**src/rtl/seq_d_1001.sv**
```systemverilog
// seq_d_1001: Moore FSM that watches a serial bit stream and flags the
// pattern 1-0-0-1. The flag is decoded from the state register only, so it
// rises in the cycle after the final '1' is sampled and lasts one cycle.
// OVERLAP selects whether the trailing '1' of a match may begin the next one.
module seq_d_1001 #(
    parameter int OVERLAP = 1
) (
    input  logic clk,
    input  logic rstn,
    input  logic in,
    output logic out
);

    // State names track how much of the pattern is currently matched.
    // Binary encoding; the three spare codes fall into the default arm
    // below and recover to S_IDLE on the next edge.
    typedef enum logic [2:0] {
        S_IDLE = 3'd0,
        S_1    = 3'd1,
        S_10   = 3'd2,
        S_100  = 3'd3,
        S_1001 = 3'd4
    } state_t;

    state_t state;
    state_t state_nxt;

    // State register with synchronous active-low reset (reset beats in).
    always_ff @(posedge clk) begin
        if (!rstn) begin
            state <= S_IDLE;
        end else begin
            state <= state_nxt;
        end
    end

    // Next-state logic: a '1' always restarts at least a partial match.
    always_comb begin
        state_nxt = S_IDLE;
        case (state)
            S_IDLE:  state_nxt = in ? S_1    : S_IDLE;
            S_1:     state_nxt = in ? S_1    : S_10;
            S_10:    state_nxt = in ? S_1    : S_100;
            S_100:   state_nxt = in ? S_1001 : S_IDLE;
            S_1001: begin
                // Overlapping mode reuses the trailing '1' as the new prefix,
                // so a following '0' leaves "10" already matched.
                if (in) begin
                    state_nxt = S_1;
                end else if (OVERLAP != 0) begin
                    state_nxt = S_10;
                end else begin
                    state_nxt = S_IDLE;
                end
            end
            default: state_nxt = S_IDLE;
        endcase
    end

    // Output decode: pure function of the state register, no path from in.
    always_comb begin
        out = (state == S_1001);
    end

endmodule

```
**config.mk**
```make
export PLATFORM = sky130hd
export DESIGN_NAME = seq_d_1001
export DESIGN_NICKNAME = d
export VERILOG_FILES = /design/src/rtl/seq_d_1001.sv
export SDC_FILE = /design/constraint.sdc
export NUM_CORES = 1
export LEC_CHECK = 0
export BUFFER_PORTS_ARGS = -buffer_cell sky130_fd_sc_hd__buf_2
export CORE_AREA = 2 2 39 41
export DETAILED_ROUTE_END_ITERATION = 8
export DIE_AREA = 0 0 41 43
export PLACE_DENSITY_LB_ADDON = 0.12
export SLEW_MARGIN = 30
export SYNTH_ARGS = -nofsm -noshare
export SYNTH_HDL_FRONTEND = slang
export SYNTH_SLANG_ARGS = --single-unit
```
**constraint.sdc**
```tcl
create_clock -name clk -period 0.81 [get_ports clk]
set_input_delay 0.0405 -clock clk [delete_from_list [all_inputs] [get_ports clk]]
set_output_delay 0.0405 -clock clk [all_outputs]
set_load 0.005 [all_outputs]
```
==> results of run 1 <==
## area by class of cell
| class | count | area [um^2] |
|---|---|---|
| clock buffer | 4 | 26.3 |
| timing repair buffer | 6 | 45.0 |
| inverter | 1 | 3.75 |
| sequential | 3 | 68.8 |
| tap | 16 | 20.0 |
| multi-input combinational | 10 | 87.6 |
| fill | 153 | 1130 |
## kinds of logic after synthesis
kind of cell | count (synthesis)
AND/OR/NAND/NOR | 6
AO/OA/AOI/OAI | 3
flip-flops | 3
XOR/XNOR | 1
buffers and inverters | 1
## what timing repair did
item	in CTS	in global routing
endpoints found under the setup margin	2	4
gates resized for setup	4	5
buffers inserted	2	0
pin swaps	1	0
## Yosys cell counts
cell / instances / area share (%)
nand2b_1: 1 / 5.0
and3_1: 1 / 5.0
inv_1: 1 / 3.0
a211oi_1: 1 / 5.9
o22ai_1: 1 / 5.0
xnor2_1: 1 / 6.9
nand3_1: 1 / 4.0
nor2_1: 2 / 5.9
dfxtp_1: 3 / 48
nor3b_1: 1 / 5.9
o21a_1: 1 / 5.9
## worst max-delay path by stage
stage,from,end,depth (start not counted)
after floorplan,state[0],state[1],3
after global placement,state[1],state[1],3
after detailed placement,state[0],state[1],3
after CTS,state[2],out,2
after global routing,state[0],out,2
final,state[1],state[1],4
## power groups by stage
stage / combinational, mW / clock [mW] / sequential, mW
floorplan: 0.0166 / 0 / 0.164
global placement: 0.0282 / 0 / 0.166
detailed placement: 0.0282 / 0 / 0.166
CTS: 0.0367 / 0.278 / 0.161
global route: 0.0487 / 0.301 / 0.160
finish: 0.0439 / 0.259 / 0.159
## critical path: stages (launching register included)
cell	delay [ns]
dfxtp_4	0.35
buf_6	0.10
nand2b_4	0.06
o22ai_1	0.16
and3_1	0.18
## through the flow
stage	util, %	TNS, ns	std cells	worst slack (ns)
2_1_floorplan	-	0	14	0.0126
3_3_place_gp	12.9	-0.0486	34	-0.0486
3_5_place_dp	12.9	-0.0296	34	-0.0296
4_1_cts	16.8	-0.220	40	-0.105
5_1_grt	18.2	-0.339	40	-0.141
6_report	18.2	-0.204	40	-0.0947
## metal layers
| metal | track usage, % | vias to the layer above | share of wire [%] |
|---|---|---|---|
| met1 | 4.79 | 66 | 33 |
| li1 | - | 69 | - |
| met2 | 8.75 | 2 | 59 |
| met4 | 10.0 | 0 | 2.0 |
| met5 | 0 | - | 0 |
| met3 | 5.24 | 2 | 5.4 |
==> qor.yml, run 1 <==
outcome:
  status: "finished, violations left"
  violations: "negative setup slack"
clocking:
  clockBufferDepth: 2
  cts_root_buf: "clkbuf_4"
  cts_sinks: 3
  cts-buffers-inserted: 3
  cts-htree-levels: 1
  cts-hold-fix-buffers: 0
  clk_pin_slew_worst_paths_ns: 0.04
  cts_tree: "yes"
  clk_latency_ns: 0.23
timing:
  worstMarginPinSlew_ns: 0.152
  min_period_ns: 0.905
  layout_setup_ws_ns: -0.0947
  maxSlewHeadroom_pct: 89.8
  rsz0062_at_grt: "true"
  max_freq_ghz: 1.11
  period_share_pct: 112
  fin_skew_ns: 0.00104
  finalHoldViolCount: 0
  setup_viol: 3
  drv_slew: 0
  fin_hold_ws_ns: 0.0609
critical_path:
  critPathCaptureType: "register"
  cp.arrival_ns: 1.07
  cp_max_fo: 3
  reg2reg_from: "state[1]"
  r2r_setup_slack_ns: -0.09
  reg2reg_to: "state[1]"
  crit_required_ns: 0.97
  critPathKind: "reg2reg"
  r2r_cells: 4
  crit_path_start_kind: "register"
yosys:
  synth_fa_ha_area_share_pct: 0
  synth_compound_area_share_pct: 16.8
  ys_warn_count: 0
  synth_top_family_by_area: "simple AND/OR/NAND/NOR gates"
  syn_area_um2: 126
  syn-instance-count: 14
  ys_ff_latch: 3
  yosysSeqAreaShare_pct: 47.5
  synth_nets: 17
  synth_simple_gate_area_share_pct: 25.7
  synth_cell_types: 11
  synth_xor_area_share_pct: 6.93
  synthMuxAreaShare_pct: 0
  syn_avg_cell_area_um2: 9.03
drt:
  antenna_left: 0
  firstDrtPassIters: 1
  vias: 139
  totalWireLength_um: 391
  dr.first_iter.drc_count: 0
  drc_errors: 0
  viasPerCell: 3.48
  routedWlPerCell_um: 9.78
cells_and_area:
  syn_to_final_growth_pct: 99.0
  diodes: 0
  layout-drive-gt1-share_pct: 66.7
  top_register: "state"
  largest_reg_flops: 3
  top_regs: "state: 3 flops"
  mostFrequentLayoutCells: "clkbuf_4 (3), buf_2 (3), buf_6 (2), dfxtp_4 (2)"
  design_area_um2: 251
  nets: 28
pwr:
  seq_power_share_pct: 34.4
  finalPower_mw: 0.461
  p_int_mw: 0.360
  p_comb_share_pct: 9.5
  power_switching_mw: 0.101
  cellLeakagePower_nw: 0.102
  ir_worst_vdd_v: 0.000502
  swShare_pct: 22.0
  p_per_area_mw_per_mm2: 1830
  pwr-share-clk_pct: 56.0
place:
  io_buffers: 3
  gp_congestion: 0.698
  place_area_um2: 179
hold_path:
  min_from: "rstn"
  whs_path_depth: 2
  min_to: "state[0]"
  hold_path.class: "in2reg"
grt:
  antenna_found_initial: 0
  grt_max_degree: 7
  grt_first_pass_wirelength_um: 662
  grt_pass1_vias: 168
  gr-total-overflow: 0
  grtUsageTotal_pct: 6.81
job:
  cap_violations: 0
die:
  dieArea_mm2: 0.00176
  io_pins: 4
  initial_utilization_pct: 9.13
  die_h_um: 43
  rows: 14
  core-area_mm2: 0.00138
  dieWidth_um: 41
Power figures use the tool's default switching activity.
==> run 2, diff against run 1 <==
--- a/config.mk
+++ b/config.mk
@@ -7,6 +7,7 @@
 export LEC_CHECK = 0
 export BUFFER_PORTS_ARGS = -buffer_cell sky130_fd_sc_hd__buf_2
 export CORE_AREA = 2 2 39 41
+export CTS_BUF_LIST = sky130_fd_sc_hd__clkbuf_8
 export DETAILED_ROUTE_END_ITERATION = 8
 export DIE_AREA = 0 0 41 43
 export PLACE_DENSITY_LB_ADDON = 0.12
==> constraint.sdc (replaced) <==
create_clock -name clk -period 0.9 [get_ports clk]
set_input_delay 0.045 -clock clk [delete_from_list [all_inputs] [get_ports clk]]
set_output_delay 0.045 -clock clk [all_outputs]
set_load 0.005 [all_outputs]
==> qor.yml, run 2 (synthesized netlist as in run 1, its figures left out) <==
grt:
  grtUsageTotal_pct: 5.12  # was 6.81%
  gr-total-overflow: 0  # unchanged
  grt_first_pass_wirelength_um: 489  # was 662 um
  grt_pass1_vias: 125  # was 168
  antenna_found_initial: 0  # unchanged
  grt_max_degree: 6  # was 7
place:
  place_area_um2: 176  # was 179 um^2
  pre_cts_ws_ns: -0.0117  # was -0.0296 ns
  io_buffers: 3  # unchanged
  gp_congestion: 0.624  # was 0.698
  dp_hpwl_um: 214
cells_and_area:
  mostFrequentLayoutCells: "clkbuf_8 (3), buf_2 (3)"  # was clkbuf_4 (3), buf_2 (3), buf_6 (2), dfxtp_4 (2)
  fillers: 154  # was 153
  largest_reg_flops: 3  # unchanged
  nets: 27  # was 28
  top_regs: "state: 3 flops"  # unchanged
  seqCellArea_um2: 68.8  # unchanged
  layout-drive-gt1-share_pct: 60.9  # was 66.7%
  multi_input_area_um2: 82.6  # was 87.6 um^2
  top_register: "state"  # unchanged
  design_area_um2: 250  # was 251 um^2
  syn_to_final_growth_pct: 98.0  # was 99.0%
  diodes: 0  # unchanged
critical_path:
  max_stage_delay_ns: 0.34  # was 0.35 ns
  cp_top_family: "flip-flops"  # unchanged
  crit_buf_inv: 1  # unchanged
  critPathCaptureType: "output port"  # was register
  startpoint: "state[1]"  # unchanged
  crit_chain: "nor3b_2 -> buf_2"  # was buf_6 -> nand2b_4 -> o22ai_1 -> and3_1
  crit_path_start_kind: "register"  # unchanged
  cp_max_fo: 4  # was 3
  cp_slowest_cell: "dfxtp_2"  # was dfxtp_4
  reg2reg_from: "state[0]"  # was state[1]
  critPathKind: "reg2out"  # was reg2reg
  crit_required_ns: 0.85  # was 0.97 ns
  cp.arrival_ns: 0.84  # was 1.07 ns
pwr:
  cellLeakagePower_nw: 0.108  # was 0.102 nW
  p_int_mw: 0.447  # was 0.360 mW
  ir_worst_vdd_v: 0.00104  # was 0.000502 V
  pwr-share-clk_pct: 68.2  # was 56.0%
  p_per_area_mw_per_mm2: 2220  # was 1830 mW/mm^2
  seq_power_share_pct: 26.1  # was 34.4%
  power_switching_mw: 0.108  # was 0.101 mW
  p_comb_share_pct: 5.8  # was 9.5%
  swShare_pct: 19.5  # was 22.0%
timing:
  period_share_pct: 98.3
  min_period_ns: 0.885
  finalHoldViolCount: 0  # unchanged
  setup_viol: 0  # was 3
  maxSlewHeadroom_pct: 85.8  # was 89.8%
  rsz0062_at_grt: "true"  # unchanged
  max_freq_ghz: 1.13
  drv_slew: 0  # unchanged
  worstMarginPinSlew_ns: 0.212  # was 0.152 ns
  fin_skew_ns: 0.00339  # was 0.00104 ns
  layout_setup_ws_ns: 0.0151  # was -0.0947 ns
clocking:
  cts-buffers-inserted: 3  # unchanged
  cts_root_buf: "clkbuf_8"  # was clkbuf_4
  cts_tree: "yes"  # unchanged
  clk_pin_slew_worst_paths_ns: 0.03  # was 0.04 ns
  clk_latency_ns: 0.22  # was 0.23 ns
  cts-htree-levels: 1  # unchanged
  clockBufferDepth: 2  # unchanged
  cts_sinks: 3  # unchanged
die:
  dieArea_mm2: 0.00176  # unchanged
  initial_utilization_pct: 9.13  # unchanged
  rows: 14  # unchanged
  io_pins: 4  # unchanged
  die_h_um: 43  # unchanged
  dieWidth_um: 41  # unchanged
  core-area_mm2: 0.00138  # unchanged
job:
  cap_violations: 0  # unchanged
hold_path:
  min_from: "rstn"  # unchanged
  hold_path.class: "in2reg"  # unchanged
drt:
  viasPerCell: 3.21  # was 3.48
  vias: 125  # was 139
  drc_errors: 0  # unchanged
  antenna_left: 0  # unchanged
  dr.first_iter.drc_count: 1  # was 0
  routedWlPerCell_um: 7.46  # was 9.78 um
  totalWireLength_um: 291  # was 391 um
  firstDrtPassIters: 2  # was 1
outcome:
  status: "complete, no violations"  # was finished, violations left
-- run 2: worst reg2reg max path, cell delays in order, from the launching register on --
cell and delay, ns:
dfxtp_4 0.35, xnor2_2 0.14, o22ai_1 0.08, and3_1 0.18
-- run 2: worst paths after layout --
check                                end  slack, ns  cells after the start
worst max register to register  state[1]       0.03                      3
worst min register to register  state[2]       0.58                      3
worst min-delay path            state[0]       0.07                      2
worst max-delay path                 out       0.02                      2
-- run 2: final cells by class --
class	instances	share of cell area [%]
multi-input cells	10	33.0
inverters	1	1.50
clock inverters	1	1.50
repair buffers	5	12.0
well taps	16	8.00
clock buffers	3	16.5
flip-flops and latches	3	27.5
-- run 2: power by group through the flow --
stage	registers, mW	clock network, mW	logic, mW
floorplan	0.146	0	0.0140
global placement	0.147	0	0.0292
detailed placement	0.147	0	0.0292
CTS	0.147	0.388	0.0294
global route	0.146	0.410	0.0359
finish	0.145	0.378	0.0320
-- run 2: metal layers --
layer / vias up / wire [um] / GRT usage [%]
met5: - / 0 / 0
met4: 0 / 0 / 8.00
met3: 0 / 11 / 4.71
met2: 2 / 132 / 4.38
met1: 55 / 146 / 5.13
li1: 68 / - / -
-- run 2: through the flow --
stage	util, %	power (mW)	hold slack (ns)	instances	TNS [ns]
floorplan	-	0.160	0.163	14	0
global placement	12.7	0.176	0.294	35	-0.0202
detailed placement	12.7	0.176	0.287	35	-0.0117
CTS	16.5	0.564	0.0654	39	0
global route	18.1	0.592	0.0795	39	-0.0447
finish	18.1	0.555	0.0671	39	0
-- run 2: what timing repair did --
| action | 4_1_cts | 5_1_grt |
|---|---|---|
| buffers inserted | 0 | 0 |
| gates resized for setup | 3 | 5 |
| hold buffers | 0 | 0 |
| setup endpoints to repair | 2 | 2 |
